==> src/rtl/dcu_window_display.sv <==
`default_nettype none
// +----------------------------------------------------------------------------+
// | Module      : dcu_window_display                                           |
// | Description : Parametrised VGA display controller. Generates sync timing,  |
// |               fetches a framebuffer window through a synchronous-read      |
// |               video RAM and overlays a crosshair cursor latched per frame. |
// | Option      : define DCU_CURSOR_BLINK_EN to blink the cursor every         |
// |               2**BLINK_SH frames (adds a frame counter).                   |
// | Ports       : clk, rst (sync, active low)                                  |
// |               vdata  - RAM read data {ignored, R, G, B}                    |
// |               x, y   - cursor position in window coordinates               |
// |               vaddr  - RAM read address (row-major inside the window)      |
// |               disr/disg/disb, hs, vs, de, frame_start - VGA side, aligned  |
// | Revision    : 1.0 - initial release                                        |
// +----------------------------------------------------------------------------+
module dcu_window_display #(
  parameter int H_ACTIVE = 640,
  parameter int H_FP     = 16,
  parameter int H_SYNC   = 96,
  parameter int H_BP     = 48,
  parameter int V_ACTIVE = 480,
  parameter int V_FP     = 10,
  parameter int V_SYNC   = 2,
  parameter int V_BP     = 33,
  parameter int WIN_X0   = 192,
  parameter int WIN_Y0   = 112,
  parameter int WIN_W    = 256,
  parameter int WIN_H    = 256,
  parameter int AW       = 16,
  parameter int MEM_LAT  = 1,
  parameter int CUR_ARM  = 2,
  parameter int BLINK_SH = 5
) (
  input  logic          clk,
  input  logic          rst,
  input  logic [15:0]   vdata,
  input  logic [7:0]    x,
  input  logic [7:0]    y,
  output logic [AW-1:0] vaddr,
  output logic [3:0]    disr,
  output logic [3:0]    disg,
  output logic [3:0]    disb,
  output logic          hs,
  output logic          vs,
  output logic          de,
  output logic          frame_start
);

  localparam int H_TOTAL = H_ACTIVE + H_FP + H_SYNC + H_BP;
  localparam int V_TOTAL = V_ACTIVE + V_FP + V_SYNC + V_BP;
  localparam int HCW     = $clog2(H_TOTAL);
  localparam int VCW     = $clog2(V_TOTAL);
  localparam int MAXCW   = (HCW > VCW) ? HCW : VCW;
  // Signed difference width: wide enough for both counters and the 8-bit cursor.
  localparam int DW      = ((MAXCW > 8) ? MAXCW : 8) + 2;

  localparam logic [HCW-1:0] C_H_LAST = HCW'(H_TOTAL - 1);
  localparam logic [HCW-1:0] C_H_ACT  = HCW'(H_ACTIVE);
  localparam logic [HCW-1:0] C_HS_BEG = HCW'(H_ACTIVE + H_FP);
  localparam logic [HCW-1:0] C_HS_END = HCW'(H_ACTIVE + H_FP + H_SYNC);
  localparam logic [HCW-1:0] C_WX0    = HCW'(WIN_X0);
  localparam logic [HCW-1:0] C_WX1    = HCW'(WIN_X0 + WIN_W);
  localparam logic [VCW-1:0] C_V_LAST = VCW'(V_TOTAL - 1);
  localparam logic [VCW-1:0] C_V_ACT  = VCW'(V_ACTIVE);
  localparam logic [VCW-1:0] C_VS_BEG = VCW'(V_ACTIVE + V_FP);
  localparam logic [VCW-1:0] C_VS_END = VCW'(V_ACTIVE + V_FP + V_SYNC);
  localparam logic [VCW-1:0] C_WY0    = VCW'(WIN_Y0);
  localparam logic [VCW-1:0] C_WY1    = VCW'(WIN_Y0 + WIN_H);
  localparam logic signed [DW-1:0] C_ARM = DW'(CUR_ARM);

  // Control bundle carried down the pipeline: {hs, vs, de, frame_start, show}.
  // "show" means the pixel takes RAM data rather than black.
  localparam int              CTLW      = 5;
  localparam logic [CTLW-1:0] C_CTL_RST = 5'b11000;

  // Counters
  logic [HCW-1:0] hc_q, hc_d;
  logic [VCW-1:0] vc_q, vc_d;
  logic           w_h_wrap, w_v_wrap;

  // Stage 0 decode
  logic                 w_active, w_win, w_first;
  logic [HCW-1:0]       w_px;
  logic [VCW-1:0]       w_py;
  logic [7:0]           w_cx, w_cy;
  logic signed [DW-1:0] w_dx, w_dy;
  logic                 w_on_cross, w_cur, w_blank_cur;
  logic [AW-1:0]        w_addr;
  logic [CTLW-1:0]      w_ctl0;

  // Registered state
  logic [7:0]      cx_q, cy_q;
  logic [AW-1:0]   vaddr_q;
  logic [CTLW-1:0] ctl1_q;
  logic [CTLW-1:0] ctl_pipe_q [MEM_LAT];
  logic            hs_q, vs_q, de_q, fs_q;
  logic [3:0]      r_q, g_q, b_q;

  // The top nibble of a RAM word carries no colour.
  logic w_unused_vdata;
  assign w_unused_vdata = ^vdata[15:12];

  always_comb begin
    w_h_wrap = (hc_q == C_H_LAST);
    w_v_wrap = (vc_q == C_V_LAST);
    hc_d     = w_h_wrap ? '0 : hc_q + HCW'(1);
    vc_d     = vc_q;
    if (w_h_wrap) begin
      vc_d = w_v_wrap ? '0 : vc_q + VCW'(1);
    end
  end

  always_comb begin
    w_active = (hc_q < C_H_ACT) && (vc_q < C_V_ACT);
    w_win    = w_active && (hc_q >= C_WX0) && (hc_q < C_WX1) &&
               (vc_q >= C_WY0) && (vc_q < C_WY1);
    w_px     = hc_q - C_WX0;
    w_py     = vc_q - C_WY0;
    w_first  = (hc_q == '0) && (vc_q == '0);
    // The latch loads on the first pixel of the frame; that pixel already
    // uses the new position so the whole frame sees one cursor.
    w_cx     = w_first ? x : cx_q;
    w_cy     = w_first ? y : cy_q;
    // Signed distances so the arms clip at the window edge instead of wrapping.
    w_dx     = $signed(DW'(w_px) - DW'(w_cx));
    w_dy     = $signed(DW'(w_py) - DW'(w_cy));
    w_on_cross = ((w_dx == '0) && (w_dy <= C_ARM) && (w_dy >= -C_ARM)) ||
                 ((w_dy == '0) && (w_dx <= C_ARM) && (w_dx >= -C_ARM));
    w_cur    = w_on_cross && !w_blank_cur;
    w_addr   = AW'(w_py * WIN_W + w_px);
    w_ctl0   = {!((hc_q >= C_HS_BEG) && (hc_q < C_HS_END)),
                !((vc_q >= C_VS_BEG) && (vc_q < C_VS_END)),
                w_active,
                w_first,
                w_win && !w_cur};
  end

`ifdef DCU_CURSOR_BLINK_EN
  // Bit BLINK_SH toggles every 2**BLINK_SH frames; cursor hidden while set.
  logic [BLINK_SH:0] frame_cnt_q;

  always_ff @(posedge clk) begin
    if (!rst) begin
      frame_cnt_q <= '0;
    end else if (w_h_wrap && w_v_wrap) begin
      frame_cnt_q <= frame_cnt_q + 1'b1;
    end
  end

  assign w_blank_cur = frame_cnt_q[BLINK_SH];
`else
  assign w_blank_cur = 1'b0;

  // BLINK_SH only shapes the blink counter, which is absent in this build.
  if (BLINK_SH < 0) begin : g_no_blink
  end
`endif

  always_ff @(posedge clk) begin
    if (!rst) begin
      hc_q    <= '0;
      vc_q    <= '0;
      cx_q    <= '0;
      cy_q    <= '0;
      vaddr_q <= '0;
      ctl1_q  <= C_CTL_RST;
      for (int i = 0; i < MEM_LAT; i++) begin
        ctl_pipe_q[i] <= C_CTL_RST;
      end
      hs_q <= 1'b1;
      vs_q <= 1'b1;
      de_q <= 1'b0;
      fs_q <= 1'b0;
      r_q  <= '0;
      g_q  <= '0;
      b_q  <= '0;
    end else begin
      hc_q <= hc_d;
      vc_q <= vc_d;
      if (w_first) begin
        cx_q <= x;
        cy_q <= y;
      end
      // Address holds outside the window so the RAM sees no spurious reads.
      if (w_win) begin
        vaddr_q <= w_addr;
      end
      // Stage 1 registers the control bundle alongside vaddr; the next
      // MEM_LAT stages match the RAM latency so the output register sees
      // control and vdata for the same pixel.
      ctl1_q        <= w_ctl0;
      ctl_pipe_q[0] <= ctl1_q;
      for (int i = 1; i < MEM_LAT; i++) begin
        ctl_pipe_q[i] <= ctl_pipe_q[i-1];
      end
      {hs_q, vs_q, de_q, fs_q} <= ctl_pipe_q[MEM_LAT-1][4:1];
      if (ctl_pipe_q[MEM_LAT-1][0]) begin
        r_q <= vdata[11:8];
        g_q <= vdata[7:4];
        b_q <= vdata[3:0];
      end else begin
        r_q <= '0;
        g_q <= '0;
        b_q <= '0;
      end
    end
  end

  assign vaddr       = vaddr_q;
  assign disr        = r_q;
  assign disg        = g_q;
  assign disb        = b_q;
  assign hs          = hs_q;
  assign vs          = vs_q;
  assign de          = de_q;
  assign frame_start = fs_q;

endmodule
`default_nettype wire

==> config.mk <==
export PLATFORM = sky130hd
export DESIGN_NAME = dcu_window_display
export DESIGN_NICKNAME = d
export VERILOG_FILES = /design/src/rtl/dcu_window_display.sv
export SDC_FILE = /design/constraint.sdc
export NUM_CORES = 1
export LEC_CHECK = 0
export ABC_AREA = 1
export BUFFER_PORTS_ARGS = -buffer_cell sky130_fd_sc_hd__buf_4
export CORE_ASPECT_RATIO = 1.25
export CORE_MARGIN = 5
export CORE_UTILIZATION = 52
export DETAILED_ROUTE_END_ITERATION = 10
export GPL_TIMING_DRIVEN = 0
export PLACE_DENSITY = 0.77
export SLEW_MARGIN = 20
export SYNTH_ARGS = -nofsm -noshare
export SYNTH_HDL_FRONTEND = slang
export SYNTH_SLANG_ARGS = --single-unit
==> constraint.sdc <==
create_clock -name clk -period 3.2 [get_ports clk]
set_clock_uncertainty 0.1 [all_clocks]
set_input_delay 0.32 -clock clk [delete_from_list [all_inputs] [get_ports clk]]
set_output_delay 0.32 -clock clk [all_outputs]
set_load 0.005 [all_outputs]
==> summary.md <==
Final layout
- **post-layout instance area** 5565 sq um
- **commonest non-fill, non-tap cell in the layout** nand2_1
- **final layout net count** 748
- **leading cell types in the layout, fill and taps excluded** nand2_1 (105), nor2_1 (84), buf_4 (80), inv_1 (71), dfxtp_1 (67)
- **proportion of layout cells with a drive suffix above 1** 28.57%
- **Util after Layout** 68.30%
- **fill cell count** 663
- **Area growth syn-to-layout** 29.68%
- **antenna cell count** 0

Clock tree
- **root buffer selected by CTS** clkbuf_8
- **Clock Sinks** 78
- **clock buffer depth** 2
- **number of H-tree levels** 3
- **CTS clk-pin slew, worst paths** 0.08 ns
- **quantity of hold-fixing buffers added after cts** 0
- **insertion delay to the later sink of the worst-skew pair** 0.36 ns
- **number of buffers added by the clock tree synthesis step** 9
- **clock tree from TritonCTS** done

Timing
- **number of failing hold endpoints at the final stage** 0
- **post-layout worst setup margin** -0.05060 ns
- **number of slew-limit violations in the final report** 0
- **endpoints failing setup** 1
- **unrepaired setup endpoints after global routing** yes
- **relative slew slack** 58.49%
- **Max Fclk** 307.6 MHz
- **clock period minus worst slack** 3.251 ns
- **Tightest Pin Transition** 0.6227 ns
- **final critical-path share of the clock period** 101.6%

Worst setup path
- **CP max FO** 7
- **CP max-delay cell** dfxtp_2
- **data required time of the worst path** 3.36 ns
- **CP Cell Sequence** inv_2, ha_1, nand4_1, nor3b_2, nand3_4, buf_12, mux2i_4, ha_4, buf_6, nand3_1, nand2_2, nand2_2, nand2_1, nand2_2, nand2_2, nand2_2, nor2_1, nand2_1, nor3_2, nand2_1, nor2_1, nor2_1
- **worst setup path category** reg2reg
- **maximum cell stage delay along the critical path** 0.36 ns
- **crit path launch type** register
- **Worst Setup End Kind** register
- **most frequent cell on the critical path** nand2_2
- **Critical Path AT** 3.41 ns

Synthesis
- **fraction of synthesized cell area taken by the top area cell type** 36.38%
- **Async SR Flop Fraction** 0%
- **portion of netlist area occupied by mux cells** 2.799%
- **synthesized flop and latch total** 78
- **compound-cell area share of the yosys netlist** 7.959%
- **net count after synthesis** 656
- **top_reg_cell synth** dfxtp_1
- **area of the mapped netlist** 4292 sq um
- **fraction of synthesized cell area in xor and xnor cells** 3.673%
- **Mapped Avg Cell Area** 7.262 sq um
- **Area contributors post-synth** dfxtp_1 (36%), nand2_1 (11%), ha_1 (8.2%)
- **library cells used by synthesis** 37
- **number of enable flip-flop cells after synthesis** 0
- **share of synthesized cell area in full adder, half adder and majority cells** 9.563%
- **dominant combinational cell family by area after synthesis** simple AND/OR/NAND/NOR gates
- **Seq/Total Area, Yosys** 36.38%
- **count of yosys warnings during synthesis** 0
- **cell count after synthesis** 591
- **biggest area consumer among synthesized cells** dfxtp_1
- **simple logic cell fraction of the synthesized area** 30.38%

Drt
- **number of search-and-repair iterations in the first detailed-routing pass** 4
- **antenna violation net count after detailed routing** 0
- **Routed WL per cell** 14.08 um
- **number of design rule violations left after detail routing** 0
- **via total after detailed routing** 4091
- **Routed Wire Length** 11030 um
- **number of DRC violations after detailed-routing iteration 0** 208
- **vias per std cell** 5.225

Place
- **Area after DPL** 4863 sq um
- **number of buffers inserted by port buffering** 60
- **HPWL after detailed placement** 7798 um
- **Routability Congestion** 0.8746
- **Post-Place Worst Slack** -0.4030 ns

Power
- **leakage power summed over all cells** 2.628 nW
- **P per Cell Area** 437.1 nW/um^2
- **Worst IR Drop VDD** 0.0003411 V

Die
- **vertical die dimension** 111.6 um
- **Die Outline Area** 10180 sq um
- **die width** 91.26 um
- **starting density of the core** 52.67%
- **core region area** 8148 sq um
- **count of boundary I/O pins** 66
- **std cell rows** 37

Global route
- **wire length of the first global-routing pass** 16930 um
- **via count of the first global-routing pass** 3778
- **residual overflow from global routing** 0
- **largest net degree at the start of global routing** 13
- **initial antenna violation count** 0
- **Global Route Usage Sum** 20.25%

Min path
- **Hold WC Path Type** in2reg

Outcome
- **status** finished, violations left
- **failing checks** setup timing

Flow run
- **max_cap viols** 0

==> power by group <==
group	total [mW]	internal, mW	switching [mW]
Combinational	0.669	0.293	0.376
Clock	0.752	0.394	0.357
Sequential	1.01	0.996	0.0159
==> final timing paths <==
check                        start  depth (start not counted)  slack, ns        end
setup / recovery           hc_q[1]                         22      -0.05  ctl1_q[0]
hold / removal            vdata[3]                          3       0.07    disb[3]
setup reg to reg           hc_q[1]                         22      -0.05  ctl1_q[0]
hold reg to reg   ctl_pipe_q[0][3]                          1       0.31         vs
==> registers in the layout, summed over array words and instances, names as in the netlist <==
name and count:
cy_q 8, disg 4, disr 4, frame_start 1
cx_q 8, vs 1, hc_q 10, vc_q 10
disb 4, ctl1_q 5, ctl_pipe_q 5, de 1
hs 1, vaddr 16
==> worst max-delay path: cells and delay by family, from the launching register on <==
family	cells	cell delay (ns)
mux	1	0.19
simple gates	16	1.69
fa+ha+maj	2	0.41
buf+inv	3	0.39
flops	1	0.36
==> cells by family (layout without fill, tap and decap cells) <==
family / Yosys count / count (layout)
fa+ha+maj: 31 / 31
flops: 78 / 78
buf+inv: 100 / 195
simple gates: 291 / 291
compound gates: 61 / 61
mux: 12 / 12
xor+xnor: 18 / 18
==> what timing repair did <==
item / CTS / global route
cloned: 0 / 1
setup endpoints to repair: 1 / 1
gates resized for setup: 22 / 70
buffers inserted: 8 / 12
pin swaps: 7 / 31
==> metrics by stage <==
step | std cells | power, mW | setup TNS [ns] | hold WS, ns
floorplan | 591 | 1.411 | 0 | 0.2905
global placement | 748 | 1.514 | -0.3577 | 0.2925
CTS | 770 | 2.300 | 0 | 0.06657
detailed placement | 748 | 1.527 | -0.4030 | 0.2982
global route | 783 | 2.557 | -0.1679 | 0.07347
finish | 783 | 2.433 | -0.05060 | 0.07479
==> routing by layer <==
layer	routed length [um]	up-vias	track usage (%)
li1	-	2083	-
met1	4316	1851	22.32
met2	5746	124	37.25
met3	551	33	3.176
met4	413	0	9.687
met5	0	-	0
==> synthesized netlist by cell type, types with 2 or more instances <==
library cell and count:
buf_6 2, clkbuf_1 5, nor2_2 3, nand3_2 4, nor4_1 3, o21ai_0 23
fa_1 3, inv_1 81, mux2i_1 12, inv_2 6, nor2_1 88, nand2_1 121
nor3b_1 3, dfxtp_1 78, xnor2_1 3, ha_1 28, nand3b_1 6, or2_2 4
nand3_1 34, xor2_1 15, a211oi_1 4, buf_2 4, a21oi_1 28, nor3_1 7
nand4_1 14
==> cell type report <==
cell class | count | area (sq um) | share of cell area (%)
tap | 97 | 121.4 | 2.181
clock buffer | 11 | 151.4 | 2.720
timing repair buffer | 81 | 625.6 | 11.24
sequential | 78 | 1585 | 28.48
multi-input combinational | 413 | 2608 | 46.85
inverter | 88 | 341.6 | 6.138
clock inverter | 3 | 45.04 | 0.8094
buffer | 12 | 87.58 | 1.574
Power figures use the tool's default switching activity.
